===== src/rtl/imem_port_arbiter_pkg.sv =====
// Shared types and defaults for the instruction-memory port arbiter.
// Holds the FSM state encoding and the starvation-counter width helper.
package imem_port_arbiter_pkg;

  localparam int IMEM_ADDR_W = 8;
  localparam int STARVE_MAX_DEFAULT = 4;

  typedef enum logic {
    ARB_BOOT = 1'b0,
    ARB_RUN  = 1'b1
  } arb_state_e;

  // Bits needed to hold 0..max inclusive.
  function automatic int starve_cnt_width(input int max);
    return (max < 1) ? 1 : $clog2(max + 1);
  endfunction

endpackage


===== src/rtl/imem_port_arbiter_if.sv =====
// Fetch, loader and imem-side signals of the arbiter, bundled as one bus.
// The slave modport is the arbiter's view; the master modport is the environment's view.
interface imem_port_arbiter_if
  import imem_port_arbiter_pkg::*;
#(
  parameter int ADDR_W = IMEM_ADDR_W
);
  logic              if_req;
  logic [ADDR_W-1:0] if_addr;
  logic              if_kill;
  logic              if_gnt;
  logic              if_stall;
  logic              if_rvalid;

  logic              ld_valid;
  logic [ADDR_W-1:0] ld_addr;
  logic [31:0]       ld_data;
  logic              ld_ready;
  logic              ld_done;

  logic [ADDR_W-1:0] mem_addr;
  logic              mem_read;
  logic              mem_write;
  logic [31:0]       mem_wdata;
  logic              booting;

  modport slave (
    input  if_req, if_addr, if_kill, ld_valid, ld_addr, ld_data, ld_done,
    output if_gnt, if_stall, if_rvalid, ld_ready,
           mem_addr, mem_read, mem_write, mem_wdata, booting
  );

  modport master (
    output if_req, if_addr, if_kill, ld_valid, ld_addr, ld_data, ld_done,
    input  if_gnt, if_stall, if_rvalid, ld_ready,
           mem_addr, mem_read, mem_write, mem_wdata, booting
  );
endinterface


===== src/rtl/imem_port_arbiter_starve_counter.sv =====
// Saturating count of consecutive cycles the loader has been denied the port.
// Clear wins over increment; the count holds at MAX and never wraps.
module arb_starve_counter
  import imem_port_arbiter_pkg::*;
#(
  parameter int MAX = STARVE_MAX_DEFAULT,
  parameter int W   = starve_cnt_width(MAX)
) (
  input  logic         clk,
  input  logic         rst,
  input  logic         clr,
  input  logic         inc,
  output logic [W-1:0] cnt,
  output logic         sat
);
  logic [W-1:0] cnt_reg;

  always_ff @(posedge clk) begin
    if (rst || clr) begin
      cnt_reg <= '0;
    end else if (inc && !sat) begin
      cnt_reg <= cnt_reg + 1'b1;
    end
  end

  assign cnt = cnt_reg;
  assign sat = (cnt_reg == W'(MAX));
endmodule


===== src/rtl/imem_port_arbiter.sv =====
// Shares the single-port imem between fetch reads and loader writes.
// BOOT admits only the loader; RUN favours fetch but forces a loader grant after STARVE_MAX denials.
module imem_port_arbiter
  import imem_port_arbiter_pkg::*;
#(
  parameter int ADDR_W     = IMEM_ADDR_W,
  parameter int STARVE_MAX = STARVE_MAX_DEFAULT
) (
  input  logic                 clk,
  input  logic                 rst,
  imem_port_arbiter_if.slave   bus
);
  localparam int CNT_W = starve_cnt_width(STARVE_MAX);

  arb_state_e        state_reg;
  logic              rvalid_reg;
  logic              gnt_fetch;
  logic              gnt_load;
  logic [ADDR_W-1:0] mem_addr_next;
  logic [CNT_W-1:0]  starve_cnt;
  logic              starve_sat;

  // No grant is issued while rst is high, so a write in the reset cycle is dropped.
  always_comb begin
    gnt_fetch = 1'b0;
    gnt_load  = 1'b0;
    if (!rst) begin
      case (state_reg)
        ARB_BOOT: gnt_load = bus.ld_valid;
        ARB_RUN: begin
          if (bus.ld_valid && starve_sat) begin
            gnt_load = 1'b1;
          end else if (bus.if_req) begin
            gnt_fetch = 1'b1;
          end else if (bus.ld_valid) begin
            gnt_load = 1'b1;
          end
        end
        default: ;
      endcase
    end
    mem_addr_next = gnt_load ? bus.ld_addr : bus.if_addr;
  end

  always_ff @(posedge clk) begin
    if (rst) begin
      state_reg  <= ARB_BOOT;
      rvalid_reg <= 1'b0;
    end else begin
      rvalid_reg <= gnt_fetch && !bus.if_kill;
      if (state_reg == ARB_BOOT && bus.ld_done) begin
        state_reg <= ARB_RUN;
      end
    end
  end

  arb_starve_counter #(
    .MAX (STARVE_MAX),
    .W   (CNT_W)
  ) u_starve (
    .clk (clk),
    .rst (rst),
    .clr (gnt_load || !bus.ld_valid),
    .inc (bus.ld_valid && !gnt_load),
    .cnt (starve_cnt),
    .sat (starve_sat)
  );

  assign bus.if_gnt    = gnt_fetch;
  assign bus.if_stall  = bus.if_req && !gnt_fetch;
  assign bus.if_rvalid = rvalid_reg;
  assign bus.ld_ready  = gnt_load;
  assign bus.mem_addr  = mem_addr_next;
  assign bus.mem_read  = gnt_fetch;
  assign bus.mem_write = gnt_load;
  assign bus.mem_wdata = bus.ld_data;
  assign bus.booting   = (state_reg == ARB_BOOT);
endmodule

===== src/flat_wrapper.sv =====
// flat-port wrapper written by rule: the top's interface ports become plain ports
module imem_port_arbiter_flat import imem_port_arbiter_pkg::*;
#(
  parameter int ADDR_W     = IMEM_ADDR_W,
  parameter int STARVE_MAX = STARVE_MAX_DEFAULT
)
  (clk, rst, bus_if_req, bus_if_addr, bus_if_kill, bus_ld_valid, bus_ld_addr, bus_ld_data, bus_ld_done, bus_if_gnt, bus_if_stall, bus_if_rvalid, bus_ld_ready, bus_mem_addr, bus_mem_read, bus_mem_write, bus_mem_wdata, bus_booting);
  imem_port_arbiter_if #(.ADDR_W(ADDR_W)) bus_i ();
  input  logic clk;
  input  logic rst;
  input wire logic [$bits(bus_i.if_req)-1:0] bus_if_req;
  input wire logic [$bits(bus_i.if_addr)-1:0] bus_if_addr;
  input wire logic [$bits(bus_i.if_kill)-1:0] bus_if_kill;
  input wire logic [$bits(bus_i.ld_valid)-1:0] bus_ld_valid;
  input wire logic [$bits(bus_i.ld_addr)-1:0] bus_ld_addr;
  input wire logic [$bits(bus_i.ld_data)-1:0] bus_ld_data;
  input wire logic [$bits(bus_i.ld_done)-1:0] bus_ld_done;
  output wire logic [$bits(bus_i.if_gnt)-1:0] bus_if_gnt;
  output wire logic [$bits(bus_i.if_stall)-1:0] bus_if_stall;
  output wire logic [$bits(bus_i.if_rvalid)-1:0] bus_if_rvalid;
  output wire logic [$bits(bus_i.ld_ready)-1:0] bus_ld_ready;
  output wire logic [$bits(bus_i.mem_addr)-1:0] bus_mem_addr;
  output wire logic [$bits(bus_i.mem_read)-1:0] bus_mem_read;
  output wire logic [$bits(bus_i.mem_write)-1:0] bus_mem_write;
  output wire logic [$bits(bus_i.mem_wdata)-1:0] bus_mem_wdata;
  output wire logic [$bits(bus_i.booting)-1:0] bus_booting;
  assign bus_i.if_req = bus_if_req;
  assign bus_i.if_addr = bus_if_addr;
  assign bus_i.if_kill = bus_if_kill;
  assign bus_i.ld_valid = bus_ld_valid;
  assign bus_i.ld_addr = bus_ld_addr;
  assign bus_i.ld_data = bus_ld_data;
  assign bus_i.ld_done = bus_ld_done;
  assign bus_if_gnt = bus_i.if_gnt;
  assign bus_if_stall = bus_i.if_stall;
  assign bus_if_rvalid = bus_i.if_rvalid;
  assign bus_ld_ready = bus_i.ld_ready;
  assign bus_mem_addr = bus_i.mem_addr;
  assign bus_mem_read = bus_i.mem_read;
  assign bus_mem_write = bus_i.mem_write;
  assign bus_mem_wdata = bus_i.mem_wdata;
  assign bus_booting = bus_i.booting;
  imem_port_arbiter #(.ADDR_W(ADDR_W), .STARVE_MAX(STARVE_MAX)) u_core (.clk(clk), .rst(rst), .bus(bus_i));
endmodule

===== config.mk =====
export PLATFORM = sky130hd
export DESIGN_NAME = imem_port_arbiter_flat
export DESIGN_NICKNAME = d
export VERILOG_FILES = /design/src/rtl/imem_port_arbiter_pkg.sv /design/src/rtl/imem_port_arbiter_if.sv /design/src/rtl/imem_port_arbiter_starve_counter.sv /design/src/rtl/imem_port_arbiter.sv /design/src/flat_wrapper.sv
export SDC_FILE = /design/constraint.sdc
export NUM_CORES = 1
export LEC_CHECK = 0
export ABC_CLOCK_PERIOD_IN_PS = 2200
export BUFFER_PORTS_ARGS = -buffer_cell sky130_fd_sc_hd__buf_2
export CORE_ASPECT_RATIO = 0.9
export CORE_MARGIN = 2
export CORE_UTILIZATION = 28
export DETAILED_ROUTE_END_ITERATION = 16
export PLACE_DENSITY_LB_ADDON = 0.05
export SYNTH_ARGS = -nofsm -noshare
export SYNTH_HDL_FRONTEND = slang
export SYNTH_SLANG_ARGS = --single-unit

===== constraint.sdc =====
create_clock -name clk -period 2.2 [get_ports clk]
set_input_delay 0.55 -clock clk [delete_from_list [all_inputs] [get_ports clk]]
set_output_delay 0.55 -clock clk [all_outputs]
set_load 0.01 [all_outputs]

Yosys cells after proc, flatten, opt, wreduce, memory -nomap -nowiden. Cells that the tools add are included.

Word-level logic and storage cells: 29. Input bits: 54. Output and inout bits: 47. Bits in registers: 5.

Muxes and demuxes: 10. Equal/unequal tests: 1. $add $sub $neg: 1. Reductions and logical operators: 13. Bitwise gates (word level): 1.

Operators by type and width (count): 1-bit two-way mux (8); 8-bit two-way mux (1); 1-bit logical AND (6); 1-bit zero test (5); 3-bit by 1-bit adder with 3-bit output (second input constant) (1); 3-bit == test (second input constant) (1); 1-bit logical OR (2); 1-bit one-hot mux with 2 select lines (1); 1-bit inverter (1).

Logic depth before layout (Yosys ltp). Gate-level depths: netlist of run 1.

Depth in word-level cells: 8. Depth in mapped cells: 7.

Cells and area by module. A second synthesis of run 1 with hierarchy kept.

Cells, all modules: 76. Area total of the unflattened synthesis: 678.2 sq um.

Modules (own cells, without submodules): imem_port_arbiter (cells an instance 58, area each 490.5 sq um, instances 1); arb_starve_counter (cells an instance 18, area each 187.7 sq um, instances 1).

Worst setup path before layout of run 1. Ideal clock, no wire load.

Path kind: flip-flop to output port. From: reg u_core.u_starve.cnt_reg[0] (netlist: u_core.u_starve.cnt[0]). To: out bus_mem_addr[0]. Path slack: 0.256 ns. Data required time: 1.650 ns. Cell stages (with the launch flop): 7. Data arrival time: 1.394 ns. Cell sequence: dfxtp_1 inv_1 ha_1 nand2_1 a311o_1 buf_6 mux2_4.

Longest elaborated chain between the ends: 6.

RTL lines: start, declared (RTL line imem_port_arbiter_starve_counter.sv:16) `logic [W-1:0] cnt_reg;`; start signal, assigned (RTL line imem_port_arbiter_starve_counter.sv:22) `cnt_reg <= cnt_reg + 1'b1;`; 3-bit == test (RTL line imem_port_arbiter_starve_counter.sv:27) `assign sat = (cnt_reg == W'(MAX));`; 1-bit logical AND (RTL line imem_port_arbiter.sv:31) `if (bus.ld_valid && starve_sat) begin`; 1-bit two-way mux (RTL line imem_port_arbiter.sv:31); 1-bit one-hot mux with 2 select lines (RTL line imem_port_arbiter.sv:28) `case (state_reg)`; 1-bit two-way mux (RTL line imem_port_arbiter.sv:27) `if (!rst) begin`; 8-bit two-way mux (RTL line imem_port_arbiter.sv:42) `mem_addr_next = gnt_load ? bus.ld_addr : bus.if_addr;`; end, declared (RTL line flat_wrapper.sv:22) `output wire logic [$bits(bus_i.mem_addr)-1:0] bus_mem_addr;`.

No other way between the ends.

Final worst setup path of run 1.
From: reg u_core.u_starve.cnt_reg[0] (netlist: u_core.u_starve.cnt[0]). To: out bus_mem_addr[4].

The elaborated chain is that of the path after synthesis.

==> results of run 1 <==
==> Yosys cell counts <==
cell,count
buf_4,34
nand4b_1,1
nand2_1,1
mux2i_1,1
o2111ai_1,1
a311o_1,1
dfxtp_1,5
inv_1,7
ha_1,2
buf_6,1
a21oi_1,1
and2_1,3
nor2_1,5
mux2_4,8
==> routing by layer <==
metal	track usage (%)	routed length, µm	vias up
met3	8.02	168	6
met5	0	0	-
li1	-	-	206
met2	11.4	537	17
met4	3.85	17	0
met1	8.29	404	192
==> worst max path at each step <==
stage	from	endpoint	slack, ps	cells past startpoint
final	u_core.u_starve.cnt[0]	bus_mem_addr[4]	-150	7
after global routing	u_core.u_starve.cnt[0]	bus_mem_addr[4]	-220	7
after global placement	bus_ld_valid	bus_mem_addr[3]	20	6
after detailed placement	bus_ld_valid	bus_mem_addr[2]	20	6
after CTS	u_core.u_starve.cnt[0]	bus_mem_addr[2]	-170	7
after floorplan	u_core.u_starve.cnt[0]	bus_mem_addr[0]	260	6
==> what timing repair did <==
action / CTS / global route
pin swaps: 1 / 0
endpoints found under the hold margin: 0 / 0
endpoints found under the setup margin: 8 / 9
resized for setup: 0 / 15
cloned: 0 / 1
==> cell type report <==
type / count / area share, %
clock buffer: 4 / 3.67
sequential: 5 / 14.3
tap: 27 / 4.72
multi-input combinational: 24 / 34.1
timing repair buffer: 39 / 39.5
inverter: 7 / 3.67
==> cells by family after synthesis <==
family	share of synthesized area [%]
buffers and inverters	47.1
AND/OR/NAND/NOR	8.05
multiplexers	20.9
flip-flops	16.1
AO/OA/AOI/OAI	3.82
adder cells (fa/ha/maj)	4.02
==> power breakdown <==
| group | total, µW | internal, µW | switching (µW) |
|---|---|---|---|
| Combinational | 106 | 68.9 | 37.4 |
| Clock | 107 | 68.6 | 38.2 |
| Sequential | 95.3 | 93.2 | 2.09 |
| Total | 308 | 231 | 77.7 |
==> per-stage QoR <==
| step | setup TNS (ps) | instances |
|---|---|---|
| after detailed placement | 0 | 101 |
| final | -1120 | 106 |
| after global routing | -1690 | 106 |
| after CTS | -1360 | 105 |
| after global placement | 0 | 101 |
| after floorplan | 0 | 71 |
==> results_tabular.tex, run 1 <==
\begin{tabular}{lr}
\hline
Metric & Value \\
\hline
\multicolumn{2}{l}{\textbf{Clock network}} \\
Bufs on Longest Clock Path & 2 \\
Clk\_lat worst skew & about 240 ps \\
Clock Pin Slew Worst Setup and Hold Paths & approximately 40 ps \\
H-tree lvl count & 1 \\
Number of clock sinks seen by CTS & 5 \\
Number of buffers inserted by post-CTS setup repair & 0 \\
Cts hold-fix bufs & 0 \\
Clock tree from TritonCTS & yes \\
Cts bufs inserted & 3 \\
CTS Root Cell & clkbuf\_4 \\
\multicolumn{2}{l}{\textbf{Worst setup path}} \\
Classification of the worst setup path & flip-flop to output pin \\
Startpoint of the worst-slack reg-to-reg timing path & u\_core.u\_starve.cnt[0] \\
Crit path capture type & output pin \\
Critical-path maximum fanout & 4 \\
Minimum setup slack among reg-to-reg paths & approximately 1200 ps \\
Endpoint of the most critical register-to-register path & u\_core.bus.if\_rvalid \\
Biggest cell delay along the critical path & approximately 380 ps \\
Top delay family on crit path & compound AO/OA/AOI/OAI gates \\
Series of cell instances along the critical path & inv\_2, ha\_4, nand2\_2, a311o\_1, clkbuf\_16, mux2\_4, buf\_6 \\
CP max stage cell & a311o\_1 \\
Required time worst endpoint & between 1500 and 2000 ps \\
Crit start category & flip-flop \\
Count of cells along the worst register-to-register path & 5 \\
Data arrival time of the critical path & $\sim$1800 ps \\
Buf/Inv on CP & 3 \\
\multicolumn{2}{l}{\textbf{Worst hold path}} \\
End point of the worst hold path & u\_core.bus.if\_rvalid \\
Hold Crit Depth & 2 \\
Path class of the lowest-slack min-delay path & primary input to flip-flop \\
Min-delay src & bus\_if\_kill \\
\multicolumn{2}{l}{\textbf{Finish}} \\
Utilization after layout & between 30\% and 40\% \\
Net count of the finished layout & 136 \\
Area of the multi-input gates & 244 µm² \\
Commonest cells after routing, fill and taps aside & buf\_2 (28), mux2\_4 (8), buf\_6 (8) \\
Diodes inserted & 0 \\
Number of flip-flops under the largest register name & 3 \\
Filler cell count in the final layout & $\sim$230 \\
Post-synthesis to final-layout area growth & 15.1\% \\
Layout cell share with drive strength beyond 1 & a little under three quarters \\
Most common cell after layout, fill and taps aside & buf\_2 \\
Reg area & 103 µm² \\
Total non-filler cell area in the finished layout & 716 µm² \\
\multicolumn{2}{l}{\textbf{Logic synthesis}} \\
Main area contributors after synthesis & buf\_4 (41\%), mux2\_4 (19\%), dfxtp\_1 (16\%), inv\_1 (4.2\%), ha\_1 (4.0\%) \\
Dominant cell type by area after synthesis & buf\_4 \\
Post-Syn Nets & around 130 \\
Cell area after synthesis & $\sim$620 µm² \\
Area fraction of the dominant cell type after synthesis & between 40\% and 50\% \\
Distinct cell type count of the synthesized netlist & 14 \\
Synthesized netlist cell count & 71 \\
Sequential area share after synthesis & 16.1\% \\
YS warnings & 0 \\
Average size of a mapped cell & between 8 and 9 µm² \\
\#FFs+latches synth & 5 \\
\multicolumn{2}{l}{\textbf{Placement}} \\
Placed inst area & between 500 and 600 µm² \\
Final RePlAce weighted congestion & $\sim$0.6 \\
Post-Place Setup Slack & 19.2 ps \\
Number of buffer cells added on primary ports & 36 \\
Final HPWL from detailed placement & 959 µm \\
\multicolumn{2}{l}{\textbf{Drt}} \\
Antenna viol nets, final & 0 \\
Iteration-0 DRC count of the detailed router & 2 \\
Number of remaining DRC errors & 0 \\
DR vias & around 420 \\
WL final & about 1.1 mm \\
Vias per std cell & a little under 4 \\
Final routed wire length divided by cell count & $\sim$11 µm \\
Detailed Routing Iterations Pass 1 & 2 \\
\multicolumn{2}{l}{\textbf{STA}} \\
Worst slew margin & 82.6\% \\
Max frequency & 425 MHz \\
Period utilization & 107\% \\
Number of pins exceeding their max-slew limit in the final report & 0 \\
Unrepaired setup endpoints after global routing & yes \\
Number of setup violations in the final report & 8 \\
Post-route worst setup slack & -151 ps \\
Final Hold Fails & 0 \\
Final Hold Slack & approximately 460 ps \\
Final worst clock skew & around 3.2 ps \\
Min Clock Period, post-route & about 2400 ps \\
Worst Max-Slew Pin Slew & 261 ps \\
\multicolumn{2}{l}{\textbf{Job}} \\
Max-cap violation count & 0 \\
\multicolumn{2}{l}{\textbf{Power}} \\
Maximum vdd ir drop & $\sim$0.36 mV \\
Overall Power & between 300 and 400 µW \\
Static Leakage & between 0.0003 and 0.0004 µW \\
Power density relative to cell area & between 400 and 500 nW/µm² \\
\multicolumn{2}{l}{\textbf{Floorplan}} \\
Number of standard-cell rows in the floorplan & 16 \\
Die extent in x & 53.7 µm \\
Effective utilization at floorplan & between 20\% and 30\% \\
Die H & 48.7 µm \\
IO Pins & 101 \\
Core region area & around 2100 µm² \\
Total die area & between 2000 and 3000 µm² \\
\multicolumn{2}{l}{\textbf{Status}} \\
Status & finished, violations left \\
Failing checks & negative setup slack \\
\multicolumn{2}{l}{\textbf{GRT}} \\
Largest net degree at the start of global routing & 10 \\
Global router's overall resource usage & under 10\% \\
Antenna violations before repair & 0 \\
Global-route wire length before repair & about 1.5 mm \\
Via count of the first global-routing pass & roughly 340 \\
Final global-route overflow total & 0 \\
\hline
\end{tabular}
Power figures use the tool's default switching activity.
==> run 2, diff against run 1 <==
--- a/config.mk
+++ b/config.mk
@@ -5,7 +5,7 @@
 export SDC_FILE = /design/constraint.sdc
 export NUM_CORES = 1
 export LEC_CHECK = 0
-export ABC_CLOCK_PERIOD_IN_PS = 2200
+export ABC_CLOCK_PERIOD_IN_PS = 2600
 export BUFFER_PORTS_ARGS = -buffer_cell sky130_fd_sc_hd__buf_2
 export CORE_ASPECT_RATIO = 0.9
 export CORE_MARGIN = 2
==> constraint.sdc (replaced) <==
create_clock -name clk -period 2.6 [get_ports clk]
set_input_delay 0.65 -clock clk [delete_from_list [all_inputs] [get_ports clk]]
set_output_delay 0.65 -clock clk [all_outputs]
set_load 0.01 [all_outputs]
==> run 2 against run 1 <==
The flow now finishes without violations. First-iteration DRC count increased by 50%. Worst setup slack improved by 280 ps. Clock-buffer cell count unchanged. Die area unchanged. Worst hold slack improved by 48 ps. Register-to-register slack improved by 290 ps. Critical path type unchanged. Critical endpoint is now bus_mem_addr[6].
==> results_tabular.tex, run 2 (synthesized netlist as in run 1, its figures left out) <==
\begin{tabular}{lr}
\hline
Metric & Value \\
\hline
\multicolumn{2}{l}{\textbf{STA}} \\
Number of pins exceeding their max-slew limit in the final report & 0 (unchanged) \\
Max frequency & $\sim$400 MHz \\
Worst slew margin & 81.1\% (-1.5 points) \\
Worst Max-Slew Pin Slew & 283 ps (+22.7 ps) \\
Min Clock Period, post-route & 2480 ps \\
Aggregate negative setup slack & 0 ps (+1120 ps) \\
Final worst clock skew & 2.90 ps (-0.341 ps) \\
Unrepaired setup endpoints after global routing & no \\
Period utilization & 95.2\% \\
Number of setup violations in the final report & 0 (-8) \\
Final Hold Fails & 0 (unchanged) \\
\multicolumn{2}{l}{\textbf{Finish}} \\
Layout cell share with drive strength beyond 1 & 63.6\% (-7.2 points) \\
Commonest cells after routing, fill and taps aside & buf\_2 (36), mux2\_4 (8), inv\_1 (7) \\
Fin cells & 104 (-1.9\%) \\
Number of flip-flops under the largest register name & 3 (unchanged) \\
Post-synthesis to final-layout area growth & -2.01\% \\
Diodes inserted & 0 (unchanged) \\
Most common cell after layout, fill and taps aside & buf\_2 \\
Net count of the finished layout & 134 (-1.5\%) \\
\multicolumn{2}{l}{\textbf{Worst setup path}} \\
Classification of the worst setup path & flip-flop to output pin \\
Crit path capture type & output pin \\
Data arrival time of the critical path & 1830 ps (+30 ps) \\
Required time worst endpoint & 1950 ps (+300 ps) \\
Critical-path maximum fanout & 5 (+1) \\
Crit start category & flip-flop \\
\multicolumn{2}{l}{\textbf{Clock network}} \\
H-tree lvl count & 1 (unchanged) \\
CTS Root Cell & clkbuf\_4 \\
Number of buffers inserted by post-CTS setup repair & 0 (unchanged) \\
Number of clock sinks seen by CTS & 5 (unchanged) \\
Clock Pin Slew Worst Setup and Hold Paths & 40 ps (about the same) \\
Cts bufs inserted & 3 (unchanged) \\
Cts hold-fix bufs & 0 (unchanged) \\
Clk\_lat worst skew & 240 ps (about the same) \\
Clock tree from TritonCTS & yes \\
Bufs on Longest Clock Path & 2 (unchanged) \\
\multicolumn{2}{l}{\textbf{Drt}} \\
WL final & 1.15 mm (+2.0\%) \\
Detailed Routing Iterations Pass 1 & 4 (+2) \\
Vias per std cell & 4.08 (+2.6\%) \\
Iteration-0 DRC count of the detailed router & 3 (+1) \\
Final routed wire length divided by cell count & 11.1 µm (+4.0\%) \\
DR vias & 424 (+0.71\%) \\
Antenna viol nets, final & 0 (unchanged) \\
Number of remaining DRC errors & 0 (unchanged) \\
\multicolumn{2}{l}{\textbf{GRT}} \\
Met3 usage in global routing & 7.41\% (-0.62 points) \\
Largest net degree at the start of global routing & 10 (unchanged) \\
Via count of the first global-routing pass & 370 (+9.5\%) \\
Antenna violations before repair & 0 (unchanged) \\
Most Crowded Layer GR & met2 \\
Final global-route overflow total & 0 (unchanged) \\
Met1 usage in global routing & 7.58\% (-0.71 points) \\
Global-route wire length before repair & 1.54 mm (+2.3\%) \\
Global router's overall resource usage & 8.52\% (+0.20 points) \\
Met2 layer usage reported by global route & 12.6\% (+1.2 points) \\
\multicolumn{2}{l}{\textbf{Floorplan}} \\
Number of standard-cell rows in the floorplan & 16 (unchanged) \\
Die extent in x & 53.7 µm (unchanged) \\
Effective utilization at floorplan & 29.0\% (unchanged) \\
Total die area & 2610 µm² (unchanged) \\
Core region area & 2140 µm² (unchanged) \\
Die H & 48.7 µm (unchanged) \\
IO Pins & 101 (unchanged) \\
\multicolumn{2}{l}{\textbf{Status}} \\
Status & finished, final reports clean \\
\multicolumn{2}{l}{\textbf{Power}} \\
Power density relative to cell area & 391 nW/µm² (-9.2\%) \\
Maximum vdd ir drop & 0.200 mV (-45\%) \\
Static Leakage & 0.000353 µW (-12\%) \\
Overall Power & 238 µW (-23\%) \\
\multicolumn{2}{l}{\textbf{Worst hold path}} \\
Path class of the lowest-slack min-delay path & flip-flop to flip-flop \\
\multicolumn{2}{l}{\textbf{Placement}} \\
Final RePlAce weighted congestion & 0.615 (+0.69\%) \\
Final HPWL from detailed placement & 882 µm (-8.0\%) \\
Number of buffer cells added on primary ports & 36 (unchanged) \\
Placed cell count & 99 (-2.0\%) \\
\multicolumn{2}{l}{\textbf{Job}} \\
Max-cap violation count & 0 (unchanged) \\
\hline
\end{tabular}
run 2: changes by cell type in the layout (fill, tap and decap cells not counted), sizes merged:
cell	before	now
buf	38	36
a311o	1	2
clkbuf	5	4
run 2: metal layers:
layer / routed length, µm / share of wire (%)
met5: 0 / 0
met3: 126 / 11
met1: 426 / 37
met4: 17 / 1.5
met2: 580 / 50
run 2: layout make-up:
type,instances,area [µm²]
Fill cell,250,1530
Multi-Input combinational cell,25,243
Timing Repair Buffer,36,180
Sequential cell,5,100
Tap cell,27,33.8
Clock buffer,4,26.3
Inverter,7,26.3
run 2: worst max-delay path, cell delays in order, from the launching register on:
cell	delay, ps
dfxtp_1	300
inv_1	60
ha_1	200
nand2_2	90
a311o_2	460
mux2_4	320
buf_2	140
run 2: where the power goes:
group / switching [µW] / internal [µW] / leakage [µW]
sequential: 1.98 / 78.8 / 0.0000407
combinational: 28.8 / 40.2 / 0.000298
clock: 30.6 / 57.9 / 0.0000150
total: 61.4 / 177 / 0.000353
run 2: path summary, 6_finish.rpt:
kind              depth (start not counted)                endpoint  slack, ps              startpoint
hold / removal                            2  u_core.u_starve.cnt[0]        510  u_core.u_starve.cnt[0]
hold reg to reg                           2  u_core.u_starve.cnt[0]        510  u_core.u_starve.cnt[0]
setup / recovery                          6         bus_mem_addr[6]        120  u_core.u_starve.cnt[0]
setup reg to reg                          5    u_core.bus.if_rvalid       1480  u_core.u_starve.cnt[0]
run 2: what timing repair did:
item / 4_1_cts / 5_1_grt
gates resized for setup: 1 / 1
pin swaps: 0 / 1
cloned: 0 / 1
setup endpoints to repair: 8 / 8
run 2: metrics by stage:
step	setup slack (ps)	instance area [µm²]	hold WS [ps]	utilization (%)
global route	11.5	609	562	28.4
CTS	38.4	597	516	27.9
finish	124	609	506	28.4
global placement	115	569	506	26.6
detailed placement	135	569	502	26.6
floorplan	499	622	479	-
